==> config.mk <==
export PLATFORM = sky130hd
export DESIGN_NAME = ula_nibble_sequencer
export DESIGN_NICKNAME = d
export VERILOG_FILES = /design/src/rtl/ula_nibble_sequencer.sv
export SDC_FILE = /design/constraint.sdc
export NUM_CORES = 1
export LEC_CHECK = 0
export ABC_AREA = 1
export CORE_ASPECT_RATIO = 2
export CORE_MARGIN = 2
export CORE_UTILIZATION = 45
export DETAILED_ROUTE_END_ITERATION = 10
export DONT_BUFFER_PORTS = 1
export GPL_TIMING_DRIVEN = 0
export PLACE_DENSITY = 0.58
export SYNTH_ARGS = -nofsm -noshare
export SYNTH_HDL_FRONTEND = slang
export SYNTH_SLANG_ARGS = --single-unit
==> constraint.sdc <==
create_clock -name clk -period 2 [get_ports clk]
set_input_delay 0.3 -clock clk [delete_from_list [all_inputs] [get_ports clk]]
set_output_delay 0.3 -clock clk [all_outputs]
set_load 0.05 [all_outputs]
==> src/rtl/ula_nibble_sequencer.sv <==
// Runs W-bit operations on a 4-bit combinational ULA, one nibble per clock, LSB first,
// chaining carry through a registered flop and assembling the wide result.
module ula_nibble_sequencer #(
  parameter int NIBBLES = 4
) (
  input  logic                   clk,
  input  logic                   rst,
  input  logic                   start,
  input  logic [2:0]             op,
  input  logic                   carry_in,
  input  logic [4*NIBBLES-1:0]   op_a,
  input  logic [4*NIBBLES-1:0]   op_b,
  output logic                   busy,
  output logic                   done,
  output logic [4*NIBBLES-1:0]   result,
  output logic                   carry_out,
  output logic                   zero,
  output logic [3:0]             ula_a,
  output logic [3:0]             ula_b,
  output logic [2:0]             ula_sel,
  output logic                   ula_cin,
  input  logic [3:0]             ula_res,
  input  logic                   ula_cout
);

  localparam int W  = 4 * NIBBLES;
  localparam int KW = (NIBBLES > 1) ? $clog2(NIBBLES) : 1;

  localparam logic [1:0] S_IDLE = 2'd0;
  localparam logic [1:0] S_RUN  = 2'd1;
  localparam logic [1:0] S_DONE = 2'd2;

  localparam logic [2:0] OP_ADD = 3'b100;
  localparam logic [2:0] OP_SUB = 3'b101;

  logic [1:0]    state_q, state_d;
  logic [KW-1:0] k_q, k_d;
  logic [2:0]    op_q, op_d;
  logic [W-1:0]  a_q, a_d;
  logic [W-1:0]  b_q, b_d;
  logic          carry_q, carry_d;
  logic [W-1:0]  result_q, result_d;
  logic          carry_out_q, carry_out_d;
  logic          zero_q, zero_d;

  logic [3:0]    nib_a, nib_b;
  logic          arith;

  always_comb begin
    state_d     = state_q;
    k_d         = k_q;
    op_d        = op_q;
    a_d         = a_q;
    b_d         = b_q;
    carry_d     = carry_q;
    result_d    = result_q;
    carry_out_d = carry_out_q;
    zero_d      = zero_q;

    nib_a = '0;
    nib_b = '0;
    for (int i = 0; i < NIBBLES; i++) begin
      if (k_q == KW'(i)) begin
        nib_a = a_q[4*i +: 4];
        nib_b = b_q[4*i +: 4];
      end
    end
    arith = (op_q == OP_ADD) || (op_q == OP_SUB);

    // SUB is fed to the ULA as an ADD of the inverted B nibble; the carry flop supplies the +1.
    ula_a   = '0;
    ula_b   = '0;
    ula_sel = '0;
    ula_cin = 1'b0;
    if (state_q == S_RUN) begin
      ula_a   = nib_a;
      ula_b   = (op_q == OP_SUB) ? ~nib_b : nib_b;
      ula_sel = (op_q == OP_SUB) ? OP_ADD : op_q;
      ula_cin = carry_q;
    end

    case (state_q)
      S_RUN: begin
        for (int i = 0; i < NIBBLES; i++) begin
          if (k_q == KW'(i)) result_d[4*i +: 4] = (op_q[2:1] == 2'b11) ? 4'h0 : ula_res;
        end
        carry_d = arith & ula_cout;
        k_d     = k_q + KW'(1);
        if (k_q == KW'(NIBBLES - 1)) begin
          state_d     = S_DONE;
          k_d         = '0;
          carry_out_d = arith & ula_cout;
          zero_d      = (result_d == '0);
        end
      end
      default: begin
        // IDLE and DONE both accept; flags from the last op hold until a new accept.
        state_d = S_IDLE;
        if (start) begin
          state_d     = S_RUN;
          k_d         = '0;
          op_d        = op;
          a_d         = op_a;
          b_d         = op_b;
          result_d    = '0;
          carry_out_d = 1'b0;
          zero_d      = 1'b0;
          carry_d     = (op == OP_ADD) ? carry_in : (op == OP_SUB);
        end
      end
    endcase
  end

  always_ff @(posedge clk or posedge rst) begin
    if (rst) begin
      state_q     <= S_IDLE;
      k_q         <= '0;
      op_q        <= '0;
      a_q         <= '0;
      b_q         <= '0;
      carry_q     <= 1'b0;
      result_q    <= '0;
      carry_out_q <= 1'b0;
      zero_q      <= 1'b0;
    end else begin
      state_q     <= state_d;
      k_q         <= k_d;
      op_q        <= op_d;
      a_q         <= a_d;
      b_q         <= b_d;
      carry_q     <= carry_d;
      result_q    <= result_d;
      carry_out_q <= carry_out_d;
      zero_q      <= zero_d;
    end
  end

  assign busy      = (state_q == S_RUN);
  assign done      = (state_q == S_DONE);
  assign result    = result_q;
  assign carry_out = carry_out_q;
  assign zero      = zero_q;

endmodule

==> flow_summary.ini <==
[outcome]
status = complete, but fails checks
violations = setup timing

[sta]
finalWorstSetupSlack_ns = -0.200
finClkSkew_ns = 0.00762
rsz0062_at_grt = yes
fmax_ghz = 0.455
timing.final.crit_period_ns = 2.20
relSlewSlack_pct = 39.4
finalSetupViolations = 9
tightest_slew_ns = 0.906
hold_violations = 0
final_max_slew_viol_count = 0
period_share_pct = 110

[routing]
drcViolationCount = 0
dr.pass1.iters = 4
post_drt_wl_per_cell_um = 17.7
vias_per_cell = 5.38
wirelength_um = 7410
drt_iter0_drc = 94
dr_total_vias = 2249
detail-route-antenna-nets = 0

[placement]
place_ws_ns = -0.291
gp_congestion = 0.923
placement.io_buffers = 0
dpl.hpwl_um = 5370

[setup_path]
critPathRequiredTime_ns = 1.70
arrival_ns = 1.90
cp_max_fo = 10
start_kind = flop
path_class = reg -> out
end_kind = output port

[floorplan]
start_util_pct = 46.3
rows = 41
core_area_sq_mm = 0.00626
dieArea_sq_mm = 0.00713
die_h_um = 117
ios = 76
die_x_um = 60.7

[synth]
async_flop_share_pct = 100
yosysWarnings = 0
postSynthCellCount = 306
yosys_most_used_dff = dfrtp_1
ys_types = 24
ys_seq_elements = 58
synthesis.nets = 354
synth_area_sq_mm = 0.00290
ys_seq_area_share_pct = 50.1
synth_edf_count = 0
syn_area_per_cell_sq_um = 9.47

[clock_tree]
cts_root_buf = clkbuf_16
clockBufferDepth = 2
cts_buffers = 9
clock_latency_ns = 0.33
clkTransAtPathRegs_ns = 0.05
cts.htree.levels = 3
cts.sinks = 58
cts_tree = done

[final_layout]
fin_nets = 375
multi_input_area_sq_mm = 0.00142
fillCellCount = 577
syn2layout_area_growth_pct = 24.4
layout_common_cells = nand2_1, dfrtp_1, mux2_2
final_common_cell = nand2_1
antenna_cells = 0
seq_area_sq_mm = 0.00145
drive_above_1_share_pct = 31.9

[grt]
grt_max_degree = 36
grt_pass1_wl_um = 11700
grt_util_all_layers_pct = 22.6
grt_overflow = 0
antenna_found_initial = 0
grt_pass1_vias = 2363

[run]
drv_cap = 0

[worst_hold_path]
hp-class = in -> reg
synthesized netlist by cell type, types with 2 or more instances:
cell	number	area, sq um
buf_6	5	56.3
buf_4	4	30.0
o211ai_1	2	15.0
o21ai_0	9	45.0
nand2_2	2	12.5
a21oi_1	24	120
buf_2	3	15.0
a22o_1	19	166
inv_2	4	15.0
ha_1	4	50.1
nand2_1	73	274
nand3_1	20	100
mux2_2	29	327
nor2_1	27	101
inv_1	15	56.3
dfrtp_1	58	1450
sequential cells by signal, summed over array words and instances (netlist names):
name       flops
state_q        2
carry_out      1
zero           1
a_q           16
op_q           3
b_q           16
carry_q        1
result        16
k_q            2
worst paths after layout:
kind                         start         to  slack, ns  cells past startpoint
min in group asynchronous      rst  result[0]       0.47                      2
hold reg to reg            b_q[11]    b_q[11]       0.50                      1
hold / removal             op_b[0]     b_q[0]       0.11                      1
setup reg to reg            k_q[0]       zero       0.22                     12
max in group asynchronous      rst     k_q[0]       0.95                      3
setup / recovery            k_q[1]   ula_b[3]      -0.20                      8
through the flow:
| stage | area [sq um] | TNS (ns) | hold WS [ns] | util (%) | cells |
|---|---|---|---|---|---|
| 4_1_cts | 3510 | -1.82 | 0.106 | 56.2 | 414 |
| 5_1_grt | 3600 | -2.16 | 0.108 | 57.6 | 418 |
| 6_report | 3600 | -1.46 | 0.114 | 57.6 | 418 |
| 3_5_place_dp | 3050 | -2.10 | 0.252 | 48.7 | 393 |
| 2_1_floorplan | 2920 | 0 | 0.450 | - | 306 |
| 3_3_place_gp | 3030 | -23.71 | 0.451 | 48.4 | 392 |
final cells by class:
cell class,instances,share of cell area [%]
flip-flops and latches,58,40.3
clock buffers,14,7.33
multi-input cells,215,39.5
well taps,86,2.99
plain buffers,13,3.82
repair buffers,10,2.60
clock inverters,2,0.972
inverters,20,2.50
layer usage:
layer,track usage [%],vias to the layer above,wire length [um]
li1,-,1077,-
met1,23.7,1093,2600
met2,39.0,67,4230
met3,7.80,12,444
met4,9.38,0,139
met5,0,-,0
logic make-up (layout without fill, tap and decap cells):
group | Yosys count | in the layout | synth area share (%)
flip-flops | 58 | 58 | 50.1
AO/OA/AOI/OAI | 57 | 57 | 12.7
buffers and inverters | 33 | 59 | 6.31
adder cells (fa/ha/maj) | 4 | 4 | 1.73
multiplexers | 29 | 29 | 11.3
AND/OR/NAND/NOR | 125 | 125 | 17.9
critical path: stages (launching register included):
cell     delay [ns]
dfrtp_1        0.40
buf_4          0.16
ha_4           0.17
buf_6          0.14
a21oi_1        0.14
nand2_1        0.11
nand3_2        0.10
nand2_2        0.06
nor2_4         0.28
what timing repair did:
action | 4_1_cts | 5_1_grt
resized for setup | 31 | 25
endpoints found under the setup margin | 9 | 9
endpoints found under the hold margin | 23 | 0
pin swaps | 11 | 17
setup buffers | 4 | 4
hold buffers | 1 | 0
Power is left out: the tool's default activity adds up to more than one toggle a clock period on the data nets, which glitch-free logic cannot reach.
